==> config.mk <==
export PLATFORM = sky130hd
export DESIGN_NAME = sdram_frame_writer_flat
export DESIGN_NICKNAME = d
export VERILOG_FILES = /design/src/rtl/sdram_frame_writer_pkg.sv /design/src/rtl/sdram_frame_writer_if.sv /design/src/rtl/sdram_frame_writer_packer.sv /design/src/rtl/sdram_frame_writer.sv /design/src/flat_wrapper.sv
export SDC_FILE = /design/constraint.sdc
export NUM_CORES = 1
export LEC_CHECK = 0
export BUFFER_PORTS_ARGS = -buffer_cell sky130_fd_sc_hd__buf_2
export CAP_MARGIN = 10
export CORE_UTILIZATION = 47
export CTS_BUF_LIST = sky130_fd_sc_hd__clkbuf_8
export CTS_CLUSTER_SIZE = 20
export DETAILED_ROUTE_END_ITERATION = 10
export GPL_ROUTABILITY_DRIVEN = 0
export PLACE_DENSITY = 0.85
export SLEW_MARGIN = 5
export SYNTH_ARGS = -nofsm -noshare
export SYNTH_HDL_FRONTEND = slang
export SYNTH_SLANG_ARGS = --single-unit
==> constraint.sdc <==
create_clock -name iCLK -period 2.2 [get_ports iCLK]
set_input_delay 0 -clock iCLK [delete_from_list [all_inputs] [get_ports iCLK]]
set_output_delay 0 -clock iCLK [all_outputs]
set_load 0.005 [all_outputs]
==> src/rtl/sdram_frame_writer_pkg.sv <==
// Shared constants and state encoding for the SDRAM frame writer.
// The display reader uses the same address-field layout.
package sdram_frame_writer_pkg;

  localparam int FRAME_MSB = 24;
  localparam int LINE_LSB  = 9;
  localparam int WORD_LSB  = 0;

  localparam int LINES_DEF = 1024;
  localparam int WORDS_DEF = 512;

  typedef enum logic [2:0] {
    ST_IDLE,
    ST_GET_U,
    ST_LAT_U,
    ST_GET_L,
    ST_LAT_L,
    ST_WRITE,
    ST_DONE
  } state_t;

  function automatic logic [24:0] wr_addr(
    input logic [5:0] f,
    input logic [9:0] l,
    input logic [8:0] w
  );
    logic [24:0] a;
    a = '0;
    a[FRAME_MSB -: 6] = f;
    a[LINE_LSB +: 10] = l;
    a[WORD_LSB +: 9]  = w;
    return a;
  endfunction

endpackage

==> src/rtl/sdram_frame_writer_if.sv <==
// Byte-FIFO read port and SDRAM single-word write port.
// master = frame writer, slave = FIFO/controller side.
interface sdram_frame_writer_if;

  logic        iFIFO_EMPTY;
  logic [7:0]  iFIFO_DATA;
  logic        oFIFO_RDREQ;
  logic        iWAIT_REQUEST;
  logic        oWR_EN;
  logic [24:0] oWR_ADDR;
  logic [15:0] oWR_DATA;

  modport master (
    input  iFIFO_EMPTY, iFIFO_DATA, iWAIT_REQUEST,
    output oFIFO_RDREQ, oWR_EN, oWR_ADDR, oWR_DATA
  );

  modport slave (
    output iFIFO_EMPTY, iFIFO_DATA, iWAIT_REQUEST,
    input  oFIFO_RDREQ, oWR_EN, oWR_ADDR, oWR_DATA
  );

endinterface

==> src/rtl/sdram_frame_writer_packer.sv <==
// Byte-pair packer: FIFO read requests in the GET states and
// capture of the two bytes (first into [15:8]) in the LAT states.
module byte_pair_packer
  import sdram_frame_writer_pkg::*;
(
  input  logic        clk_i,
  input  logic        rst_i,
  input  state_t      state_i,
  input  logic        empty_i,
  input  logic [7:0]  q_i,
  output logic        rdreq_o,
  output logic [15:0] data_o
);

  logic [15:0] data_q;

  assign rdreq_o = (state_i == ST_GET_U || state_i == ST_GET_L)
                   && !empty_i;
  assign data_o  = data_q;

  always_ff @(posedge clk_i) begin
    if (rst_i) begin
      data_q <= '0;
    end else if (state_i == ST_LAT_U) begin
      data_q[15:8] <= q_i;
    end else if (state_i == ST_LAT_L) begin
      data_q[7:0] <= q_i;
    end
  end

endmodule

==> src/rtl/sdram_frame_writer.sv <==
// Fills one SDRAM frame slot from a byte FIFO, two bytes per word,
// using the display reader's {frame, line, word} address map.
module sdram_frame_writer
  import sdram_frame_writer_pkg::*;
#(
  parameter int LINES          = LINES_DEF,
  parameter int WORDS_PER_LINE = WORDS_DEF
) (
  input  logic                 iCLK,
  input  logic                 iRST,
  input  logic                 iSTART,
  input  logic [5:0]           iFRAME_ID,
  input  logic                 iABORT,
  sdram_frame_writer_if.master bus,
  output logic                 oBUSY,
  output logic                 oDONE,
  output logic [9:0]           oLINE_ID
);

  localparam logic [8:0] WORD_LAST = 9'(WORDS_PER_LINE - 1);
  localparam logic [9:0] LINE_LAST = 10'(LINES - 1);

  state_t      state_q;
  logic [5:0]  frame_q;
  logic [9:0]  line_q;
  logic [8:0]  word_q;
  logic        wr_en_q;
  logic        busy_q;
  logic        done_q;
  logic        last_word;
  logic        last_line;

  assign last_word = word_q == WORD_LAST;
  assign last_line = line_q == LINE_LAST;

  byte_pair_packer u_packer (
    .clk_i   (iCLK),
    .rst_i   (iRST),
    .state_i (state_q),
    .empty_i (bus.iFIFO_EMPTY),
    .q_i     (bus.iFIFO_DATA),
    .rdreq_o (bus.oFIFO_RDREQ),
    .data_o  (bus.oWR_DATA)
  );

  assign bus.oWR_EN   = wr_en_q;
  assign bus.oWR_ADDR = wr_addr(frame_q, line_q, word_q);
  assign oBUSY        = busy_q;
  assign oDONE        = done_q;
  assign oLINE_ID     = line_q;

  always_ff @(posedge iCLK) begin
    if (iRST) begin
      state_q <= ST_IDLE;
      frame_q <= '0;
      line_q  <= '0;
      word_q  <= '0;
      wr_en_q <= 1'b0;
      busy_q  <= 1'b0;
      done_q  <= 1'b0;
    end else begin
      done_q <= 1'b0;
      unique case (state_q)
        ST_IDLE: begin
          if (iSTART && !iABORT) begin
            frame_q <= iFRAME_ID;
            line_q  <= '0;
            word_q  <= '0;
            busy_q  <= 1'b1;
            state_q <= ST_GET_U;
          end
        end
        ST_GET_U, ST_GET_L: begin
          if (iABORT) begin
            busy_q  <= 1'b0;
            state_q <= ST_IDLE;
          end else if (!bus.iFIFO_EMPTY) begin
            state_q <= (state_q == ST_GET_U) ? ST_LAT_U : ST_LAT_L;
          end
        end
        ST_LAT_U: begin
          if (iABORT) begin
            busy_q  <= 1'b0;
            state_q <= ST_IDLE;
          end else begin
            state_q <= ST_GET_L;
          end
        end
        ST_LAT_L: begin
          if (iABORT) begin
            busy_q  <= 1'b0;
            state_q <= ST_IDLE;
          end else begin
            wr_en_q <= 1'b1;
            state_q <= ST_WRITE;
          end
        end
        ST_WRITE: begin
          // abort only takes effect once the pending write is accepted
          if (!bus.iWAIT_REQUEST) begin
            wr_en_q <= 1'b0;
            if (last_word && last_line) begin
              if (iABORT) begin
                busy_q  <= 1'b0;
                state_q <= ST_IDLE;
              end else begin
                done_q  <= 1'b1;
                state_q <= ST_DONE;
              end
            end else begin
              if (last_word) begin
                word_q <= '0;
                line_q <= line_q + 10'd1;
              end else begin
                word_q <= word_q + 9'd1;
              end
              if (iABORT) begin
                busy_q  <= 1'b0;
                state_q <= ST_IDLE;
              end else begin
                state_q <= ST_GET_U;
              end
            end
          end
        end
        ST_DONE: begin
          busy_q  <= 1'b0;
          state_q <= ST_IDLE;
        end
        default: begin
          wr_en_q <= 1'b0;
          busy_q  <= 1'b0;
          state_q <= ST_IDLE;
        end
      endcase
    end
  end

endmodule
==> src/flat_wrapper.sv <==
// flat-port wrapper written by rule: the top's interface ports become plain ports
module sdram_frame_writer_flat import sdram_frame_writer_pkg::*;
#(
  parameter int LINES          = LINES_DEF,
  parameter int WORDS_PER_LINE = WORDS_DEF
)
  (iCLK, iRST, iSTART, iFRAME_ID, iABORT, oBUSY, oDONE, oLINE_ID, bus_iFIFO_EMPTY, bus_iFIFO_DATA, bus_iWAIT_REQUEST, bus_oFIFO_RDREQ, bus_oWR_EN, bus_oWR_ADDR, bus_oWR_DATA);
  sdram_frame_writer_if bus_i ();
  input  logic iCLK;
  input  logic iRST;
  input  logic iSTART;
  input  logic [5:0] iFRAME_ID;
  input  logic iABORT;
  output logic oBUSY;
  output logic oDONE;
  output logic [9:0] oLINE_ID;
  input wire logic [$bits(bus_i.iFIFO_EMPTY)-1:0] bus_iFIFO_EMPTY;
  input wire logic [$bits(bus_i.iFIFO_DATA)-1:0] bus_iFIFO_DATA;
  input wire logic [$bits(bus_i.iWAIT_REQUEST)-1:0] bus_iWAIT_REQUEST;
  output wire logic [$bits(bus_i.oFIFO_RDREQ)-1:0] bus_oFIFO_RDREQ;
  output wire logic [$bits(bus_i.oWR_EN)-1:0] bus_oWR_EN;
  output wire logic [$bits(bus_i.oWR_ADDR)-1:0] bus_oWR_ADDR;
  output wire logic [$bits(bus_i.oWR_DATA)-1:0] bus_oWR_DATA;
  assign bus_i.iFIFO_EMPTY = bus_iFIFO_EMPTY;
  assign bus_i.iFIFO_DATA = bus_iFIFO_DATA;
  assign bus_i.iWAIT_REQUEST = bus_iWAIT_REQUEST;
  assign bus_oFIFO_RDREQ = bus_i.oFIFO_RDREQ;
  assign bus_oWR_EN = bus_i.oWR_EN;
  assign bus_oWR_ADDR = bus_i.oWR_ADDR;
  assign bus_oWR_DATA = bus_i.oWR_DATA;
  sdram_frame_writer #(.LINES(LINES), .WORDS_PER_LINE(WORDS_PER_LINE)) u_core (.iCLK(iCLK), .iRST(iRST), .iSTART(iSTART), .iFRAME_ID(iFRAME_ID), .iABORT(iABORT), .bus(bus_i), .oBUSY(oBUSY), .oDONE(oDONE), .oLINE_ID(oLINE_ID));
endmodule
== Yosys cells after proc, flatten, opt, wreduce, memory -nomap -nowiden ==
Cells that the tools add are included.

* Shift-type cells: 0
* Equality and inequality tests: 14
* Add/sub/neg operators: 2
* Reduce and logical (&&, ||, !) cells: 19
* Bitwise operators: 4
* $lt $le $gt $ge: 0
* Multiply operators: 0
* Muxes and demuxes: 29
* Div/mod/pow operators: 0

{| class="wikitable"
|+ Operator list
! operator !! number
|-
| $mux 10 || 4
|-
| $mux 9 || 4
|-
| $mux 3 || 8
|-
| $pmux 10 s2 || 1
|-
| $pmux 9 s2 || 1
|-
| $pmux 3 s5 || 1
|-
| $add 10x1->10 const B || 1
|-
| $eq 10x10->1 const B || 1
|-
| $add 9x1->9 const B || 1
|-
| $eq 3x3->1 const B || 3
|-
| $eq 9x9->1 const B || 1
|-
| $reduce_or 4->1 || 2
|-
| $mux 1 || 7
|-
| $eq 3x2->1 const B || 2
|-
| $ne 2x2->1 const B || 3
|-
| $pmux 1 s3 || 2
|-
| $reduce_and 2->1 || 3
|-
| $reduce_and 3->1 || 2
|-
| $reduce_and 5->1 || 1
|-
| $reduce_or 5->1 || 1
|-
| $ne 2x1->1 const B || 2
|-
| $not 1->1 || 4
|-
| $reduce_and 4->1 || 1
|-
| $eq 3x1->1 const B || 1
|-
| 8 further kinds || 11
|}

* Output and inout bits: 55
* Logic and storage cells: 77
* Latch bits: 0
* Memories kept: 0
* Memory bits (writable): 0
* Bits in registers: 47
* Bits of input ports: 20
* Memory bits (read-only): 0

== Logic depth before layout (Yosys ltp) ==
Gate-level depths: netlist (run 1).

* Depth in word-level cells: 5
* Depth in mapped cells: 11
* Mapped depth without buffers: 10

== Cells and area by module ==
A second synthesis (run 1) with hierarchy kept.

* Cells, all modules: 284
* Area, all modules: 2,483.6 um^2

{| class="wikitable"
|+ Modules (own cells, without submodules)
! module !! cells an instance !! area each (um^2) !! instances !! sequential area each (um^2)
|-
| sdram_frame_writer || 219 || 1,780.5 || 1 || 620.6
|-
| byte_pair_packer || 65 || 703.2 || 1 || 320.3
|}

== Worst setup path after synthesis (run 1) ==
OpenSTA, ideal clock, no wires.

* Path type: register to register
* Start point: register u_core.word_q[2]
* End point: register u_core.line_q[7] (netlist: u_core.oLINE_ID[7])
* Setup slack: 0.075 ns
* Setup time: 0.115 ns
* Cell stages (with the launch flop): 11
* Buffers on the path: 0
* Clock period less this slack: 2.125 ns
* Data required time: 2.085 ns
* Arrival: 2.010 ns
* Path through: dfxtp_1 nand3_1 nor2_1 nand2_1 nor2_1 ha_1 inv_1 o32ai_4 o21ai_2 o31a_1 o21ba_1

* Word-level cells in the longest chain between the ends: 4
* Elaborated cells between the ends (all ways): 5
* Those cells by class: eq/ne (3); reduce/logical (2)

{| class="wikitable"
|+ Ends and longest elaborated chain
! element !! RTL line !! text
|-
| start: declaration || sdram_frame_writer.sv:26 || <nowiki>logic [8:0] word_q;</nowiki>
|-
| start signal: assignment || sdram_frame_writer.sv:115 || <nowiki>word_q <= word_q + 9'd1;</nowiki>
|-
| $eq 9x9->1 * || sdram_frame_writer.sv:33 || <nowiki>assign last_word = word_q == WORD_LAST;</nowiki>
|-
| $logic_and 1x1->1 || sdram_frame_writer.sv:102 || <nowiki>if (last_word && last_line) begin</nowiki>
|-
| $ne 2x2->1 (no source line) || n/a ||
|-
| $reduce_and 5->1 (no source line) * || n/a ||
|-
| end signal: assignment || sdram_frame_writer.sv:113 || <nowiki>line_q <= line_q + 10'd1;</nowiki>
|-
| end: declaration || sdram_frame_writer.sv:25 || <nowiki>logic [9:0] line_q;</nowiki>
|}

Every way passes the cells marked *; elsewhere a longest branch is shown, timed or not.
A chain may end at the register's enable or synchronous reset.

== Worst setup path in the final report (run 1) ==
* Start point: register u_core.word_q[1]
* End point: register u_core.state_q[0]

* Word-level cells in the longest chain between the ends: 5

{| class="wikitable"
|+ Ends and longest elaborated chain
! element !! RTL line !! text
|-
| $eq 9x9->1 || sdram_frame_writer.sv:33 ||
|-
| $logic_and 1x1->1 || sdram_frame_writer.sv:102 ||
|-
| $mux 3 || sdram_frame_writer.sv:102 ||
|-
| $mux 3 || sdram_frame_writer.sv:100 || <nowiki>if (!bus.iWAIT_REQUEST) begin</nowiki>
|-
| $pmux 3 s5 || sdram_frame_writer.sv:63 || <nowiki>unique case (state_q)</nowiki>
|-
| end signal: assignment || sdram_frame_writer.sv:78 || <nowiki>state_q <= (state_q == ST_GET_U) ? ST_LAT_U : ST_LAT_L;</nowiki>
|-
| end: declaration || sdram_frame_writer.sv:23 || <nowiki>state_t state_q;</nowiki>
|}

No other way between the ends. The select of a mux whose other input is x is not followed.

==> results of run 1 <==
[cells in the final DEF, fill, tap and decap left out, drive strengths merged, types with 3 or more instances in the layout]
cell type    count
a31oi            3
dlygate4sd3     14
nand2b           3
nand2           28
nand3b           3
inv              7
nor2            37
xor2            10
and3             4
dfxtp           47
o211ai           6
o21ai           13
mux2i           15
ha               4
nand4            3
nor3             5
clkbuf           6
nand3            5
buf             91
a21oi           14
[per-layer routing]
| layer | up-vias | share of wire | global-route usage | wire length [um] |
|---|---|---|---|---|
| li1 | 1090 | - | - | - |
| met1 | 1036 | 0.44 | 0.255 | 2500 |
| met2 | 71 | 0.49 | 0.372 | 2730 |
| met3 | 11 | 0.053 | 0.0542 | 298 |
| met4 | 0 | 0.016 | 0.0675 | 90 |
| met5 | - | 0 | 0 | 0 |
[through the flow]
| stage | hold slack [ns] | power (mW) | worst slack (ns) |
|---|---|---|---|
| after global routing | 0.0330 | 1.78 | -0.0529 |
| after global placement | 0.227 | 1.05 | 0.149 |
| after floorplan | 0.0330 | 0.995 | 0.0751 |
| after detailed placement | 0.241 | 1.06 | 0.106 |
| final | 0.0325 | 1.72 | 0.118 |
| after CTS | 0.0151 | 1.73 | 0.0708 |
[flip-flops by register name (all words and copies together) (netlist names)]
register and cells:
u_core.u_packer.data_o 16, u_core.word_q 9, u_core.oLINE_ID 10, u_core.oDONE 1
u_core.frame_q 6, u_core.oBUSY 1, u_core.state_q 3, u_core.bus.oWR_EN 1
[power breakdown]
part | switching, mW | internal [mW]
clock network | 0.288 | 0.368
logic | 0.0946 | 0.0868
registers | 0.0139 | 0.868
total | 0.397 | 1.32
[critical path: cells and delay by family, from the launching register on]
| kind | cells | cell delay (ns) |
|---|---|---|
| adder cells (fa/ha/maj) | 2 | 0.36 |
| AO/OA/AOI/OAI | 2 | 0.28 |
| flip-flops | 1 | 0.39 |
| AND/OR/NAND/NOR | 5 | 0.71 |
| buffers and inverters | 1 | 0.21 |
[area by class of cell]
class / instances / area, um2
clock buffer: 6 / 82.6
clock inverter: 2 / 35.0
fill: 392 / 1670
inverter: 7 / 26.3
multi-input combinational: 187 / 1240
sequential: 47 / 946
tap: 67 / 83.8
timing repair buffer: 105 / 639
[path summary, 6_finish.rpt]
| check | endpoint | slack, ns | depth (start not counted) |
|---|---|---|---|
| worst max-delay path | u_core.state_q[0]$_SDFFE_PP0P_ | 0.12 | 10 |
| worst min-delay path | u_core.oDONE$_SDFF_PP0_ | 0.03 | 2 |
| worst max register to register | u_core.state_q[0]$_SDFFE_PP0P_ | 0.12 | 10 |
| worst min register to register | u_core.u_packer.data_o[8]$_SDFFE_PP0N_ | 0.45 | 2 |
[cells by family (layout without fill, tap and decap cells)]
| logic type | count (synthesis) | in the layout | synth area share |
|---|---|---|---|
| AOI/OAI and AO/OA | 52 | 52 | 0.166 |
| muxes | 15 | 15 | 0.0653 |
| buffers and inverters | 30 | 120 | 0.0712 |
| and+or+nand+nor | 104 | 104 | 0.221 |
| xor gates and xnor gates | 12 | 12 | 0.0457 |
| DFF | 47 | 47 | 0.409 |
| adders and majority gates | 4 | 4 | 0.0218 |
[timing repair]
action,4_1_cts,5_1_grt
setup buffers,0,2
setup endpoints to repair,0,17
gates resized for setup,0,16
hold buffers,14,0
hold endpoints to repair,22,0
==> results.md, run 1 <==
| Group | Parameter | Value |
|---|---|---|
| worst setup path | Crit. End Element | flop |
| flow run | Reported max-cap violation count | 0 |
| worst setup path | Type of origin of the critical path | flop |
| final layout | Net total in the final layout | 377 |
| yosys | Leading register cell type out of synthesis | sky130_fd_sc_hd__dfxtp_1 |
| global routing | Initial antenna violation count | 0 |
| detailed routing | Total routed wirelength | 5.61 mm |
| floorplanning | Die Footprint | 5180 um2 |
| yosys | Register area share after synthesis | 0.409 |
| yosys | Post-synthesis instance area | 2300 um2 |
| yosys | Unique cell type count in the Yosys netlist | 51 |
| worst setup path | Worst reg2reg path startpoint | u_core.word_q[1]$_SDFFE_PP0P_ |
| final layout | Post-route standard cell area excluding fillers | 3050 um2 |
| sta | Final sum of negative setup slack | 0 ns |
| clock tree | H-tree lvl count | 2 |
| yosys | Number of flops mapped to enable cells by yosys | 0 |
| detailed routing | Routed via count divided by cell count | 5.24 |
| worst setup path | Crit path top cell by count | sky130_fd_sc_hd__o21ai_0 |
| place | Placed wire-length estimate | 3.62 mm |
| sta | Final hold vios | 0 |
| sta | Setup skew after layout | 0.00417 ns |
| floorplanning | Area of the core | 4720 um2 |
| floorplanning | Number of primary I/O pins | 75 |
| global routing | Overall track demand over capacity in global routing | 0.212 |
| clock tree | Clock transition at the registers of the reported paths | 0.08 ns |
| detailed routing | Total via count after detailed routing | 2,208 |
| detailed routing | Post-route DRC | 0 |
| detailed routing | Final ANT Viol Nets | 0 |
| clock tree | Clk sink count | 47 |
| sta | Final setup viols | 0 |
| place | PortBufs | 74 |
| sta | Final Cycle Share | 0.947 |
| global routing | Maximum number of pins on one net before global-route repair | 34 |
| clock tree | Clk buf depth | 2 |
| detailed routing | Number of iterations in the first detailed-routing pass | 4 |
| sta | Final slew viol count | 0 |
| worst hold path | Hold path startpoint | bus_iWAIT_REQUEST |
| global routing | First-pass GRT wire length | 8.76 mm |
| worst hold path | Hold Path Class | primary input to flop |
| final layout | Diode count | 0 |
| clock tree | Root Buffer Master | sky130_fd_sc_hd__clkbuf_8 |
| yosys | Asr flop ratio synth | 0 |
| power and ir drop | Pleak | 1.38 nW |
| detailed routing | WL per Instance | 13.3 um |
| final layout | Area delta synth->final | 32.7% |
| yosys | Top-count cell post-synth | sky130_fd_sc_hd__dfxtp_1 |
| yosys | Cell count after synthesis | 264 |
| floorplanning | Y dimension of the die | 72.0 um |
| power and ir drop | Highest ir drop seen on vdd | 490 uV |
| worst setup path | Endpoint required time on the critical path | 2.37 ns |
| yosys | Number of synthesis warnings | 0 |
| floorplanning | Total number of placement rows | 25 |
| worst setup path | Worst setup path start | u_core.word_q[1]$_SDFFE_PP0P_ |
| run status | Status | finished clean |
| clock tree | Number of buffers created by CTS | 5 |
| worst setup path | Arrival time worst endpoint | 2.25 ns |
| yosys | Nets in the synthesized netlist | 288 |
| place | Area after DPL | 2720 um2 |
| global routing | Number of global-route vias before repair | 2,013 |
| clock tree | Clk Latency, worst-skew pair | 0.30 ns |
| worst setup path | Worst-path maximum fanout | 5 |
| yosys | Register bit total from synthesis | 47 |
| clock tree | TritonCTS clock tree | yes |
| place | Number of instances in the placed design | 396 |
| sta | Worst Tran Pin Value | 0.582 ns |
| final layout | Number of cells in the finished layout apart from fillers | 421 |
| worst setup path | Cell-by-cell listing of the critical path | ha_4, nand2_1, nor2_2, ha_2, and2_4, nand4_1, buf_6, nor2b_1, o21ai_0, o21ai_0 |
| worst setup path | Slowest cell on the critical path | sky130_fd_sc_hd__dfxtp_1 |
| global routing | GRT Residual Overflow | 0 |
| detailed routing | Violation count after the first detailed-routing iteration | 120 |
| sta | Worst slew slack as a fraction of its limit | 0.612 |
| floorplanning | Starting density of the core | 0.487 |
| floorplanning | Width of the die | 72.0 um |
| yosys | Proportion of netlist area held by the largest area contributor | 0.409 |
| worst setup path | CP max stage delay | 0.39 ns |
| power and ir drop | Cell area power density | 563 nW/um2 |
| sta | Min Tclk post-route | 2.08 ns |
| worst setup path | Type of the worst setup path | flop to flop |
| final layout | Ratio of cells with drive above 1 in the final layout | 0.336 |
| yosys | Synthesized area divided by synthesized cell count | 8.72 um2 |
| yosys | Top area cells in the synthesized netlist | sky130_fd_sc_hd__dfxtp_1 41%, sky130_fd_sc_hd__mux2i_1 6.5%, sky130_fd_sc_hd__nor2_1 6.0% |
| yosys | Commonest cells in the synthesized netlist | 47 x sky130_fd_sc_hd__dfxtp_1, 37 x sky130_fd_sc_hd__nor2_1, 28 x sky130_fd_sc_hd__nand2_1 |
| yosys | Cell type with the highest aggregate area in the netlist | sky130_fd_sc_hd__dfxtp_1 |
| sta | Max Clk Rate | 480 MHz |
| final layout | Post-layout util | 0.647 |
No activity file was read; power rests on OpenSTA's default activity.
==> run 2: changes to the inputs <==
- CORE_UTILIZATION: 47 -> 50
- PLACE_DENSITY: 0.85 -> 0.86
- clock period: 2.2 -> 2.34 ns (I/O delays scaled with it)
==> results.md, run 2 (same netlist as run 1, synthesis figures left out) <==
| Group | Parameter | Value |
|---|---|---|
| sta | Worst Tran Pin Value | 0.562 ns |
| final layout | Most common cell after layout, fill and taps aside | sky130_fd_sc_hd__buf_2 |
| detailed routing | WL per Instance | 13.5 um |
| flow run | Reported max-cap violation count | 0 |
| worst setup path | Worst setup path start | u_core.word_q[0]$_SDFFE_PP0P_ |
| global routing | Initial antenna violation count | 0 |
| floorplanning | Width of the die | 69.8 um |
| sta | Max Clk Rate | 454 MHz |
| final layout | Diode count | 0 |
| floorplanning | Total number of placement rows | 24 |
| global routing | GRT Residual Overflow | 0 |
| final layout | Ratio of cells with drive above 1 in the final layout | 0.294 |
| sta | RSZ-0062 raised after global routing | false |
| clock tree | Clk sink count | 47 |
| worst setup path | Type of origin of the critical path | flop |
| global routing | First-pass GRT wire length | 9.11 mm |
| clock tree | Clock transition at the registers of the reported paths | 0.08 ns |
| power and ir drop | Cell area power density | 520 nW/um2 |
| worst setup path | Arrival time worst endpoint | 2.44 ns |
| worst setup path | Crit. End Element | flop |
| clock tree | Number of buffers created by CTS | 5 |
| sta | Final sum of negative setup slack | 0 ns |
| clock tree | TritonCTS clock tree | yes |
| worst setup path | Endpoint required time on the critical path | 2.58 ns |
| floorplanning | Y dimension of the die | 69.8 um |
| floorplanning | Starting density of the core | 0.525 |
| power and ir drop | Pleak | 1.34 nW |
| place | Placed wire-length estimate | 3.60 mm |
| sta | Final Cycle Share | 0.940 |
| floorplanning | Area of the core | 4380 um2 |
| clock tree | Root Buffer Master | sky130_fd_sc_hd__clkbuf_8 |
| sta | Final setup viols | 0 |
| global routing | Maximum number of pins on one net before global-route repair | 34 |
| detailed routing | Routed via count divided by cell count | 5.46 |
| final layout | Commonest non-fill, non-tap cells in the layout | 74 x sky130_fd_sc_hd__buf_2, 46 x sky130_fd_sc_hd__dfxtp_1, 37 x sky130_fd_sc_hd__nor2_1, 28 x sky130_fd_sc_hd__nand2_1, 15 x sky130_fd_sc_hd__mux2i_1 |
| global routing | Number of global-route vias before repair | 2,008 |
| detailed routing | Violation count after the first detailed-routing iteration | 87 |
| worst setup path | Worst reg2reg path startpoint | u_core.word_q[0]$_SDFFE_PP0P_ |
| clock tree | Clk buf depth | 2 |
| detailed routing | Final ANT Viol Nets | 0 |
| run status | Status | finished clean |
| detailed routing | Total via count after detailed routing | 2,178 |
| sta | Worst slew slack as a fraction of its limit | 0.625 |
| sta | Worst Hold Slack | 0.0422 ns |
| worst setup path | Worst-path maximum fanout | 8 |
| clock tree | H-tree lvl count | 2 |
| place | PortBufs | 74 |
| worst hold path | Hold Path Class | primary input to flop |
| worst setup path | Register-to-register path setup slack | 0.14 ns |
| power and ir drop | Highest ir drop seen on vdd | 405 uV |
| final layout | Area delta synth->final | 27.1% |
| sta | Min Tclk post-route | 2.20 ns |
| detailed routing | Number of iterations in the first detailed-routing pass | 5 |
| worst hold path | Hold path startpoint | bus_iWAIT_REQUEST |
| final layout | Largest register FFs | 16 |
| final layout | Net total in the final layout | 370 |
| worst setup path | Type of the worst setup path | flop to flop |
| detailed routing | Post-route DRC | 0 |
| floorplanning | Die Footprint | 4880 um2 |
| sta | Final hold vios | 0 |
| global routing | Overall track demand over capacity in global routing | 0.228 |
| sta | Setup skew after layout | 0.00415 ns |
| floorplanning | Number of primary I/O pins | 75 |
| sta | Final slew viol count | 0 |
| detailed routing | Total routed wirelength | 5.37 mm |
| clock tree | Clk Latency, worst-skew pair | 0.30 ns |
==> run 2: cell count changes in the layout (fill, tap and decap cells not counted), moves of 2 or more <==
cell                      previous run  this run
sky130_fd_sc_hd__nor2_1             35        37
sky130_fd_sc_hd__dfxtp_2             4         1
sky130_fd_sc_hd__dfxtp_1            43        46
sky130_fd_sc_hd__ha_1                2         4
sky130_fd_sc_hd__buf_4              15        10
==> run 2: worst paths after layout <==
kind / end / cells past startpoint
min reg2reg: u_core.u_packer.data_o[13]$_SDFFE_PP0N_ / 2
min: u_core.oDONE$_SDFF_PP0_ / 2
max reg2reg: u_core.word_q[7]$_SDFFE_PP0P_ / 9
max: u_core.word_q[7]$_SDFFE_PP0P_ / 9
==> run 2: worst max-delay path, stage by stage, from the launching register on <==
cell                      delay, ns
sky130_fd_sc_hd__dfxtp_1       0.37
sky130_fd_sc_hd__ha_1          0.27
sky130_fd_sc_hd__nand2_1       0.08
sky130_fd_sc_hd__nor2_1        0.04
sky130_fd_sc_hd__ha_1          0.19
sky130_fd_sc_hd__and2_1        0.20
sky130_fd_sc_hd__o21ai_4       0.21
sky130_fd_sc_hd__o21ai_4       0.13
sky130_fd_sc_hd__or4_4         0.52
sky130_fd_sc_hd__a21oi_2       0.14
==> run 2: final cells by class <==
type / count / area (um2)
repair buffers: 98 / 586
flip-flops and latches: 47 / 942
inverters: 7 / 26.3
clock buffers: 7 / 96.3
well taps: 52 / 65.1
multi-input cells: 187 / 1200
fillers: 361 / 1460
clock inverters: 1 / 3.75
==> run 2: power by group <==
| part | internal [mW] | total (mW) | leakage (nW) | switching, mW |
|---|---|---|---|---|
| registers | 0.816 | 0.828 | 0.381 | 0.0126 |
| clock network | 0.266 | 0.527 | 0.0557 | 0.261 |
| logic | 0.0782 | 0.164 | 0.901 | 0.0860 |
| total | 1.16 | 1.52 | 1.34 | 0.360 |
==> run 2: stage by stage <==
stage | instance area, um2 | total power, mW | setup slack [ns] | cells | util
4_1_cts | 2910 | 1.53 | 0.0865 | 399 | 0.665
3_3_place_gp | 2670 | 0.987 | 0.200 | 377 | 0.610
3_5_place_dp | 2670 | 0.990 | 0.108 | 377 | 0.610
5_1_grt | 2920 | 1.59 | 0.0131 | 399 | 0.667
2_1_floorplan | 2300 | 0.935 | 0.215 | 264 | -
6_report | 2920 | 1.52 | 0.140 | 399 | 0.667
==> run 2: what timing repair did <==
item,CTS,global route
setup buffers,0,0
endpoints found under the hold margin,22,0
hold buffers,14,0
resized for setup,0,3
endpoints found under the setup margin,0,11
==> run 2: metal layers <==
layer  wire length (um)  GRT usage  vias up
met2               2610      0.390       79
met4                 42     0.0467        0
met3                370     0.0727        5
met5                  0          0        -
met1               2350      0.279     1016
li1                   -          -     1078
